$ cat src/rtl/adc_sched_pkg.sv
// Shared types and constants for the ADC capture scheduler.
package adc_sched_pkg;

    typedef enum logic [1:0] {
        S_IDLE  = 2'd0,
        S_ARM   = 2'd1,
        S_RUN   = 2'd2,
        S_FLUSH = 2'd3
    } sched_state_e;

    typedef enum logic [1:0] {
        TRIG_IMMEDIATE = 2'd0,
        TRIG_SOFTWARE  = 2'd1,
        TRIG_EXT_RISE  = 2'd2,
        TRIG_EXT_FALL  = 2'd3
    } trig_mode_e;

    localparam int unsigned MIN_PERIOD_DEFAULT = 200;
    localparam int unsigned PERIOD_W           = 24;
    localparam int unsigned SAMPLES_W          = 16;

    function automatic logic [PERIOD_W-1:0] clamp_period(
        input logic [PERIOD_W-1:0] req,
        input logic [PERIOD_W-1:0] floor
    );
        return (req < floor) ? floor : req;
    endfunction

endpackage

$ cat src/rtl/adc_capture_sched_trig_sync.sv
// Two-flop synchroniser for the external trigger pin with registered
// rise/fall pulses (pin-to-pulse latency of three clocks).
module trig_sync_edge (
    input  logic clk_i,
    input  logic rst_ni,
    input  logic async_i,
    output logic rise_o,
    output logic fall_o
);

    logic meta_q;
    logic sync_q;
    logic hist_q;
    logic rise_q;
    logic fall_q;

    always_ff @(posedge clk_i) begin
        if (!rst_ni) begin
            meta_q <= 1'b0;
            sync_q <= 1'b0;
            hist_q <= 1'b0;
            rise_q <= 1'b0;
            fall_q <= 1'b0;
        end else begin
            meta_q <= async_i;
            sync_q <= meta_q;
            hist_q <= sync_q;
            rise_q <= sync_q & ~hist_q;
            fall_q <= ~sync_q & hist_q;
        end
    end

    assign rise_o = rise_q;
    assign fall_o = fall_q;

endmodule

$ cat src/rtl/adc_capture_sched.sv
// Capture scheduler: arms on start, waits for a trigger, then issues
// periodic conversion requests and drains the last one before finishing.
module adc_capture_sched
    import adc_sched_pkg::*;
#(
    parameter int unsigned P_MIN_PERIOD   = MIN_PERIOD_DEFAULT,
    parameter int unsigned P_DONE_TIMEOUT = 4096
) (
    input  logic                 i_clk,
    input  logic                 i_rst_n,
    input  logic                 i_start,
    input  logic                 i_stop,
    input  logic [PERIOD_W-1:0]  i_cfg_period,
    input  logic [SAMPLES_W-1:0] i_cfg_samples,
    input  logic [1:0]           i_cfg_trig_mode,
    input  logic                 i_sw_trig,
    input  logic                 i_external_trig,
    output logic                 o_conv_req,
    input  logic                 i_conv_done,
    output logic                 o_armed,
    output logic                 o_running,
    output logic                 o_done,
    output logic [SAMPLES_W-1:0] o_sample_idx,
    output logic                 o_overrun,
    output logic                 o_aborted
);

    localparam int unsigned TO_W = (P_DONE_TIMEOUT > 1) ? $clog2(P_DONE_TIMEOUT) : 1;
    localparam logic [TO_W-1:0]     TO_LAST    = TO_W'(P_DONE_TIMEOUT - 1);
    localparam logic [PERIOD_W-1:0] MIN_PERIOD = PERIOD_W'(P_MIN_PERIOD);

    sched_state_e         state_q,   state_d;
    logic [PERIOD_W-1:0]  period_q,  period_d;
    logic [SAMPLES_W-1:0] samples_q, samples_d;
    trig_mode_e           mode_q,    mode_d;
    logic [PERIOD_W-1:0]  slot_q,    slot_d;
    logic [TO_W-1:0]      flush_q,   flush_d;
    logic                 pend_q,    pend_d;
    logic [SAMPLES_W-1:0] idx_q,     idx_d;
    logic                 overrun_q, overrun_d;
    logic                 aborted_q, aborted_d;
    logic                 done_q,    done_d;
    logic                 conv_req;
    logic                 trig_hit;
    logic                 ext_rise;
    logic                 ext_fall;

    trig_sync_edge u_trig_sync (
        .clk_i   (i_clk),
        .rst_ni  (i_rst_n),
        .async_i (i_external_trig),
        .rise_o  (ext_rise),
        .fall_o  (ext_fall)
    );

    always_comb begin
        unique case (mode_q)
            TRIG_IMMEDIATE: trig_hit = 1'b1;
            TRIG_SOFTWARE:  trig_hit = i_sw_trig;
            TRIG_EXT_RISE:  trig_hit = ext_rise;
            TRIG_EXT_FALL:  trig_hit = ext_fall;
            default:        trig_hit = 1'b0;
        endcase
    end

    always_comb begin
        state_d   = state_q;
        period_d  = period_q;
        samples_d = samples_q;
        mode_d    = mode_q;
        slot_d    = slot_q;
        flush_d   = flush_q;
        pend_d    = pend_q;
        idx_d     = idx_q;
        overrun_d = overrun_q;
        aborted_d = aborted_q;
        done_d    = 1'b0;
        conv_req  = 1'b0;

        // Completion is applied before a new request so a coincident done frees the slot.
        if (i_conv_done) begin
            pend_d = 1'b0;
        end

        unique case (state_q)
            S_IDLE: begin
                if (i_start && !i_stop) begin
                    period_d  = clamp_period(i_cfg_period, MIN_PERIOD);
                    samples_d = i_cfg_samples;
                    mode_d    = trig_mode_e'(i_cfg_trig_mode);
                    idx_d     = '0;
                    overrun_d = 1'b0;
                    aborted_d = 1'b0;
                    pend_d    = 1'b0;
                    state_d   = S_ARM;
                end
            end

            S_ARM: begin
                if (i_stop) begin
                    aborted_d = 1'b1;
                    state_d   = S_IDLE;
                end else if (trig_hit) begin
                    slot_d  = '0;
                    state_d = S_RUN;
                end
            end

            S_RUN: begin
                if (i_stop) begin
                    aborted_d = 1'b1;
                    flush_d   = '0;
                    state_d   = S_FLUSH;
                end else begin
                    slot_d = (slot_q == period_q - PERIOD_W'(1)) ? '0 : slot_q + PERIOD_W'(1);
                    if (slot_q == '0) begin
                        if (pend_q && !i_conv_done) begin
                            overrun_d = 1'b1;
                        end else begin
                            conv_req = 1'b1;
                            pend_d   = 1'b1;
                            idx_d    = idx_q + SAMPLES_W'(1);
                            if ((samples_q != '0) && (idx_d == samples_q)) begin
                                flush_d = '0;
                                state_d = S_FLUSH;
                            end
                        end
                    end
                end
            end

            S_FLUSH: begin
                if (!pend_q || i_conv_done) begin
                    done_d  = 1'b1;
                    state_d = S_IDLE;
                end else if (flush_q == TO_LAST) begin
                    done_d    = 1'b1;
                    aborted_d = 1'b1;
                    state_d   = S_IDLE;
                end else begin
                    flush_d = flush_q + TO_W'(1);
                end
            end

            default: state_d = S_IDLE;
        endcase
    end

    always_ff @(posedge i_clk) begin
        if (!i_rst_n) begin
            state_q   <= S_IDLE;
            period_q  <= '0;
            samples_q <= '0;
            mode_q    <= TRIG_IMMEDIATE;
            slot_q    <= '0;
            flush_q   <= '0;
            pend_q    <= 1'b0;
            idx_q     <= '0;
            overrun_q <= 1'b0;
            aborted_q <= 1'b0;
            done_q    <= 1'b0;
        end else begin
            state_q   <= state_d;
            period_q  <= period_d;
            samples_q <= samples_d;
            mode_q    <= mode_d;
            slot_q    <= slot_d;
            flush_q   <= flush_d;
            pend_q    <= pend_d;
            idx_q     <= idx_d;
            overrun_q <= overrun_d;
            aborted_q <= aborted_d;
            done_q    <= done_d;
        end
    end

    assign o_conv_req   = conv_req;
    assign o_armed      = (state_q == S_ARM);
    assign o_running    = (state_q == S_RUN) || (state_q == S_FLUSH);
    assign o_done       = done_q;
    assign o_sample_idx = idx_q;
    assign o_overrun    = overrun_q;
    assign o_aborted    = aborted_q;

endmodule

$ cat config.mk
export PLATFORM = sky130hd
export DESIGN_NAME = adc_capture_sched
export DESIGN_NICKNAME = d
export VERILOG_FILES = /design/src/rtl/adc_sched_pkg.sv /design/src/rtl/adc_capture_sched_trig_sync.sv /design/src/rtl/adc_capture_sched.sv
export SDC_FILE = /design/constraint.sdc
export NUM_CORES = 1
export LEC_CHECK = 0
export CAP_MARGIN = 20
export CORE_ASPECT_RATIO = 0.7
export CORE_UTILIZATION = 60
export CTS_BUF_LIST = sky130_fd_sc_hd__clkbuf_8
export CTS_CLUSTER_DIAMETER = 60
export DETAILED_ROUTE_END_ITERATION = 8
export GPL_ROUTABILITY_DRIVEN = 0
export HOLD_SLACK_MARGIN = 0.08
export PLACE_DENSITY = 0.85
export SYNTH_ARGS = -nofsm -noshare
export SYNTH_HDL_FRONTEND = slang
export SYNTH_SLANG_ARGS = --single-unit
$ cat constraint.sdc
create_clock -name i_clk -period 6 [get_ports i_clk]
set_input_delay 0.9 -clock i_clk [delete_from_list [all_inputs] [get_ports i_clk]]
set_output_delay 0.9 -clock i_clk [all_outputs]
set_load 0.05 [all_outputs]
==> results of run 1 <==
[registers in the layout, indices dropped and copies added (netlist names), 2 cells and up, named ones only]
signal / count
samples_q: 16
period_q: 24
flush_q: 12
o_sample_idx: 16
mode_q: 2
slot_q: 24
[through the flow]
step | worst slack, ps | hold slack, ps | cell area (um2)
after floorplan | 2540 | 383 | 6150
after global placement | 2330 | 393 | 6810
after detailed placement | 2210 | 413 | 6810
after CTS | 2200 | 430 | 7020
after global routing | 1970 | 451 | 7050
final | 2160 | 428 | 7050
[worst max-delay path by stage]
stage	startpoint	end	slack [ps]	depth (start not counted)
final	period_q[0]	slot_q[10]	2160	10
after global routing	period_q[0]	slot_q[10]	1970	10
after CTS	period_q[0]	slot_q[10]	2200	10
after detailed placement	i_start	o_sample_idx[8]	2210	7
after global placement	i_start	o_sample_idx[6]	2330	7
after floorplan	period_q[0]	slot_q[1]	2540	12
[metal layers]
layer / track usage [%] / vias up / routed length, um
li1: - / 2973 / -
met1: 43.4 / 2881 / 7470
met2: 48.6 / 296 / 7230
met3: 7.63 / 28 / 1330
met4: 8.54 / 0 / 237
met5: 0 / - / 0
[layout by cell type (no fill, tap or decap), drive strengths merged, types with 13 or more instances in the layout]
| master | instances |
|---|---|
| nor2 | 57 |
| dfxtp | 105 |
| xnor2 | 39 |
| and3 | 13 |
| xor2 | 16 |
| o21ai | 31 |
| clkdlybuf4s50 | 70 |
| inv | 24 |
| a31oi | 27 |
| nand4 | 15 |
| nor3 | 17 |
| nor4 | 19 |
| nand3 | 29 |
| nand2 | 112 |
| a21oi | 65 |
| nand4b | 13 |
| or3 | 19 |
[cell type report]
class / count / area, um2
Multi-Input combinational cell: 619 / 3740
Fill cell: 828 / 2790
Tap cell: 128 / 160
Clock buffer: 10 / 138
Inverter: 21 / 78.8
Timing Repair Buffer: 76 / 758
Clock inverter: 6 / 72.6
Sequential cell: 105 / 2100
[cells by family after synthesis]
logic type               after synthesis  synth area share [%]
XOR/XNOR                              55                  7.83
buffers and inverters                 75                  4.99
adder cells (fa/ha/maj)               10                  2.04
AO/OA/AOI/OAI                        199                  20.7
AND/OR/NAND/NOR                      349                  29.2
multiplexers                           6                  1.04
flip-flops                           105                  34.2
[worst max-delay path, delay by kind of cell, from the launching register on]
kind / cells / cell delay (ps)
simple gates: 4 / 2250
compound gates: 4 / 820
flops: 1 / 360
fa+ha+maj: 1 / 200
buf+inv: 1 / 80
[power groups by stage]
stage / sequential [W] / combinational [W] / clock (W)
6_report: 0.000743 / 0.000275 / 0.000471
3_5_place_dp: 0.000758 / 0.000269 / 0
3_3_place_gp: 0.000757 / 0.000259 / 0
5_1_grt: 0.000746 / 0.000302 / 0.000504
4_1_cts: 0.000742 / 0.000271 / 0.000471
2_1_floorplan: 0.000754 / 0.000185 / 0
==> impl_metrics.env, run 1 <==
export IMPL_fmax_mhz=260
export IMPL_grt_use_total_pct=31.3
export IMPL_h_tree_depth=3
export IMPL_power_leakage_nw=2.44
export IMPL_cp_required_ps=6250
export IMPL_yosysSeqAreaShare_pct=34.2
export IMPL_cts_made_buffers=9
export IMPL_drv_cap=0
export IMPL_worst_pin_slew_ps=816
export IMPL_p_int_w=0.00105
export IMPL_die_h_um=86.7
export IMPL_ant_nets=0
export IMPL_grt_max_degree=64
export IMPL_yosys_warnings=0
export IMPL_fin_worst_skew_ps=12.5
export IMPL_syn_inst=799
export IMPL_vias=6178
export IMPL_synth_edf_count=0
export IMPL_worstSetupStartpointType="register"
export IMPL_setup_viol=0
export IMPL_drt_iter0_markers=614
export IMPL_post_cts_resized=0
export IMPL_area_delta_synth_final_pct=14.7
export IMPL_async_reset_ff_share_pct=0
export IMPL_reg2reg_depth=10
export IMPL_ys_seq_elements=105
export IMPL_clkSinkCount=105
export IMPL_hold_viol=0
export IMPL_start_util_pct=62.5
export IMPL_yosysTopAreaCell="dfxtp_1"
export IMPL_cts_setup_buffers=0
export IMPL_p_switching_w=0.000441
export IMPL_drv_slew=0
export IMPL_switching_share_pct=29.6
export IMPL_wl_per_cell_um=16.9
export IMPL_clk_latency_ps=380
export IMPL_reg2reg_to="slot_q[10]"
export IMPL_worst_r2r_setup_slack_ps=2160
export IMPL_combPwrFrac_pct=18.5
export IMPL_ys_flop_type="dfxtp_1"
export IMPL_cp_slowest_cell="or4_4"
export IMPL_worstPathMaxFanout=38
export IMPL_reg2reg_from="period_q[0]"
export IMPL_clockBufferDepth=2
export IMPL_port_buffer_count=70
export IMPL_post_dp_hpwl_mm=11.5
export IMPL_cts_tree="done"
export IMPL_antenna_found_initial=0
export IMPL_drive_above_1_share_pct=4.18
export IMPL_max_stage_delay_ps=710
export IMPL_crit_type="reg2reg"
export IMPL_yosys_top_cells_area="dfxtp_1 (34%), nand2_1 (6.8%), xnor2_1 (5.6%)"
export IMPL_synth_common_cells="nand2_1 (112), dfxtp_1 (105), a21oi_1 (65)"
export IMPL_outcome="complete, no violations"
export IMPL_yosysMostFrequentCell="nand2_1"
export IMPL_dr_pass1_iters=5
export IMPL_dp_cells=947
export IMPL_fin_tns_setup_ps=0
export IMPL_dieArea_mm2=0.0107
export IMPL_grt_overflow=0
export IMPL_clock_power_share_pct=31.6
export IMPL_via_per_inst=6.40
export IMPL_syn_nets=858
export IMPL_crit_arrival_ps=4090
export IMPL_crit_path_frequent_cell="or4_1"
export IMPL_postLayoutCoreUtil_pct=71.7
export IMPL_p_total_w=0.00149
export IMPL_io_pins=71
export IMPL_routed_wl_mm=16.3
export IMPL_syn_cell_area_mm2=0.00615
export IMPL_cp_end_kind="register"
export IMPL_hold_depth=1
export IMPL_ys_types=60
export IMPL_worst_hold_path_endpoint="u_trig_sync.fall_o"
export IMPL_post_route_min_period_ps=3840
export IMPL_ctsHoldBuffers=0
export IMPL_drc=0
export IMPL_rows=30
export IMPL_worst_hold_path_type="reg2reg"
export IMPL_min_period_over_period_pct=64.0
export IMPL_grt_pass1_vias=5546
export IMPL_stdcell_count=965
export IMPL_hp_start="u_trig_sync.sync_q"
export IMPL_ir_worst_vdd_mv=0.113
export IMPL_yosysTopAreaCellShare_pct=34.2
export IMPL_pwr_share_seq_pct=49.9
export IMPL_grt_pass1_wl_mm=26.4
export IMPL_num_nets_final=891
export IMPL_die_x_um=123
export IMPL_grt_setup_unrepaired="false"
export IMPL_path_clk_slew_ps=100
export IMPL_relSlewSlack_pct=45.6
export IMPL_worstPathCellList="inv_1 -> ha_1 -> or3b_2 -> or4_1 -> a222oi_1 -> o211ai_1 -> or4_1 -> or4_4 -> a41oi_1 -> a31oi_1"
export IMPL_core_mm2=0.00983
export IMPL_cts_root_buf="clkbuf_8"
export IMPL_powerDensity_mw_per_mm2=211
export IMPL_n_antenna_cell=0
export IMPL_syn_avg_cell_area_um2=7.70
(Power assumes the default switching activity.)
==> inputs of run 2 (changes only) <==
- CORE_UTILIZATION: 60 -> 53
- PLACE_DENSITY: 0.85 -> 0.79
- clock period: 6 -> 3.3 ns (I/O delays scaled with it)
==> run 2 against run 1 <==
Compared with the run above: worst hold slack worse by 9.4 ps; die area is 13% higher; register-to-register slack worse by 2200 ps; design area is 6.3% higher; critical path type unchanged; worst setup slack worse by 2200 ps; critical endpoint is now slot_q[2]; count of clock-buffer cells in the layout is 1 lower; final cell count is 6.9% higher; total power is 84% higher; routed wire length is 12% higher; the run now ends with setup timing left; combinational power is 120% higher.
==> impl_metrics.env, run 2 (synthesized netlist as in run 1, its figures left out) <==
export IMPL_p_int_w=0.00185
export IMPL_combPwrFrac_pct=21.7
export IMPL_area_delta_synth_final_pct=21.9
export IMPL_post_dp_hpwl_mm=12.8
export IMPL_clk_latency_ps=390
export IMPL_drive_above_1_share_pct=11.1
export IMPL_dr_pass1_iters=5
export IMPL_hp_start="u_trig_sync.sync_q"
export IMPL_crit_family="simple AND/OR/NAND/NOR gates"
export IMPL_wl_per_cell_um=17.7
export IMPL_ctsHoldBuffers=0
export IMPL_die_x_um=131
export IMPL_stdcell_count=1032
export IMPL_num_nets_final=933
export IMPL_antenna_found_initial=0
export IMPL_io_pins=71
export IMPL_start_util_pct=55.0
export IMPL_final_cell_mix="nand2_1 (112), dfxtp_1 (103), clkdlybuf4s50_1 (69)"
export IMPL_critPathLaunch="period_q[1]"
export IMPL_cts_root_buf="clkbuf_8"
export IMPL_port_buffer_count=70
export IMPL_fmax_mhz=297
export IMPL_n_antenna_cell=0
export IMPL_ir_worst_vdd_mv=0.276
export IMPL_powerDensity_mw_per_mm2=365
export IMPL_nFillCells=908
export IMPL_worstSetupStartpointType="register"
export IMPL_violations="setup timing"
export IMPL_dp_cells=1007
export IMPL_cp_end_kind="register"
export IMPL_cts_made_buffers=9
export IMPL_vias=6548
export IMPL_clockBufferDepth=2
export IMPL_relSlewSlack_pct=52.7
export IMPL_fin_ws_ps=-62.7
export IMPL_grt_use_total_pct=31.2
export IMPL_worst_pin_slew_ps=707
export IMPL_grt_pass1_vias=6077
export IMPL_reg2reg_from="period_q[1]"
export IMPL_switching_share_pct=32.2
export IMPL_crit_arrival_ps=3620
export IMPL_max_stage_delay_ps=590
export IMPL_ant_nets=0
export IMPL_worst_hold_path_type="reg2reg"
export IMPL_pwr_share_seq_pct=49.2
export IMPL_cp_required_ps=3560
export IMPL_dieArea_mm2=0.0120
export IMPL_hold_depth=1
export IMPL_reg_largest_list="period_q (24), slot_q (24)"
export IMPL_fin_worst_skew_ps=17.5
export IMPL_cp_slowest_cell="or4_4"
export IMPL_final_common_cell="nand2_1"
export IMPL_reg2reg_to="slot_q[2]"
export IMPL_via_per_inst=6.34
export IMPL_grt_pass1_wl_mm=29.7
export IMPL_crit_type="reg2reg"
export IMPL_power_leakage_nw=2.63
export IMPL_reg2reg_depth=10
export IMPL_min_period_over_period_pct=102
export IMPL_core_mm2=0.0112
export IMPL_drt_iter0_markers=732
export IMPL_clock_power_share_pct=29.1
export IMPL_drc=0
export IMPL_p_switching_w=0.000879
export IMPL_worst_r2r_setup_slack_ps=-60
export IMPL_post_route_min_period_ps=3360
export IMPL_h_tree_depth=3
export IMPL_path_clk_slew_ps=120
export IMPL_setup_viol=19
export IMPL_drv_slew=0
export IMPL_pre_cts_ws_ps=-252
export IMPL_critPathBufInv=1
export IMPL_clkSinkCount=105
export IMPL_outcome="complete, but fails checks"
export IMPL_drv_cap=0
export IMPL_hold_viol=0
export IMPL_grt_overflow=0
export IMPL_grt_setup_unrepaired="true"
export IMPL_die_h_um=92.1
export IMPL_cts_tree="done"
export IMPL_rows=32
export IMPL_routed_wl_mm=18.3
export IMPL_grt_max_degree=41
export IMPL_worstPathMaxFanout=6
export IMPL_worst_hold_path_endpoint="u_trig_sync.fall_o"
export IMPL_worstPathCellList="inv_2 -> ha_4 -> or3b_4 -> or4_4 -> a222oi_1 -> o211ai_1 -> or4_4 -> or4_4 -> a41oi_2 -> a31oi_1"
export IMPL_crit_path_frequent_cell="or4_4"
==> run 2: power groups by stage <==
stage | clock network [W] | registers, W | logic (W)
floorplan | 0 | 0.00137 | 0.000341
CTS | 0.000792 | 0.00134 | 0.000567
global placement | 0 | 0.00137 | 0.000517
detailed placement | 0 | 0.00137 | 0.000538
finish | 0.000794 | 0.00134 | 0.000594
global route | 0.000856 | 0.00135 | 0.000646
==> run 2: worst max path at each step <==
stage | cells past startpoint | to | slack, ps
after floorplan | 12 | slot_q[1] | 40
after detailed placement | 10 | slot_q[10] | -250
after global routing | 10 | slot_q[2] | -240
final | 10 | slot_q[2] | -60
after CTS | 10 | slot_q[11] | -30
after global placement | 8 | slot_q[2] | -50
==> run 2: layer usage <==
metal / up-vias / share of wire, % / track usage [%]
met5: - / 0 / 0
met3: 37 / 9.6 / 6.83
li1: 3072 / - / -
met4: 0 / 1.5 / 8.72
met1: 3082 / 45 / 44.2
met2: 357 / 44 / 47.1
==> run 2: what timing repair did <==
| action | in CTS | in global routing |
|---|---|---|
| gates resized for setup | 12 | 16 |
| pin swaps | 4 | 7 |
| endpoints found under the hold margin | 0 | 0 |
| endpoints found under the setup margin | 24 | 38 |
| gates cloned | 3 | 2 |
| buffers inserted | 2 | 2 |
==> run 2: final cells by class <==
cell class,instances,area (um2),area share (%)
multi-input cells,624,3910,52.2
flip-flops and latches,105,2100,28.1
repair buffers,113,1020,13.6
well taps,153,191,2.55
clock buffers,9,124,1.65
inverters,21,78.8,1.05
clock inverters,7,62.6,0.835
==> run 2: through the flow <==
stage | TNS, ps | utilization, % | power (W) | hold WS, ps | cell area [um2]
2_1_floorplan | 0 | - | 0.00171 | 383 | 6160
3_3_place_gp | -370 | 63.6 | 0.00189 | 388 | 7110
3_5_place_dp | -4500 | 63.6 | 0.00191 | 401 | 7110
4_1_cts | -218 | 66.2 | 0.00270 | 418 | 7400
5_1_grt | -4580 | 67.1 | 0.00285 | 441 | 7490
6_report | -570 | 67.1 | 0.00273 | 419 | 7490
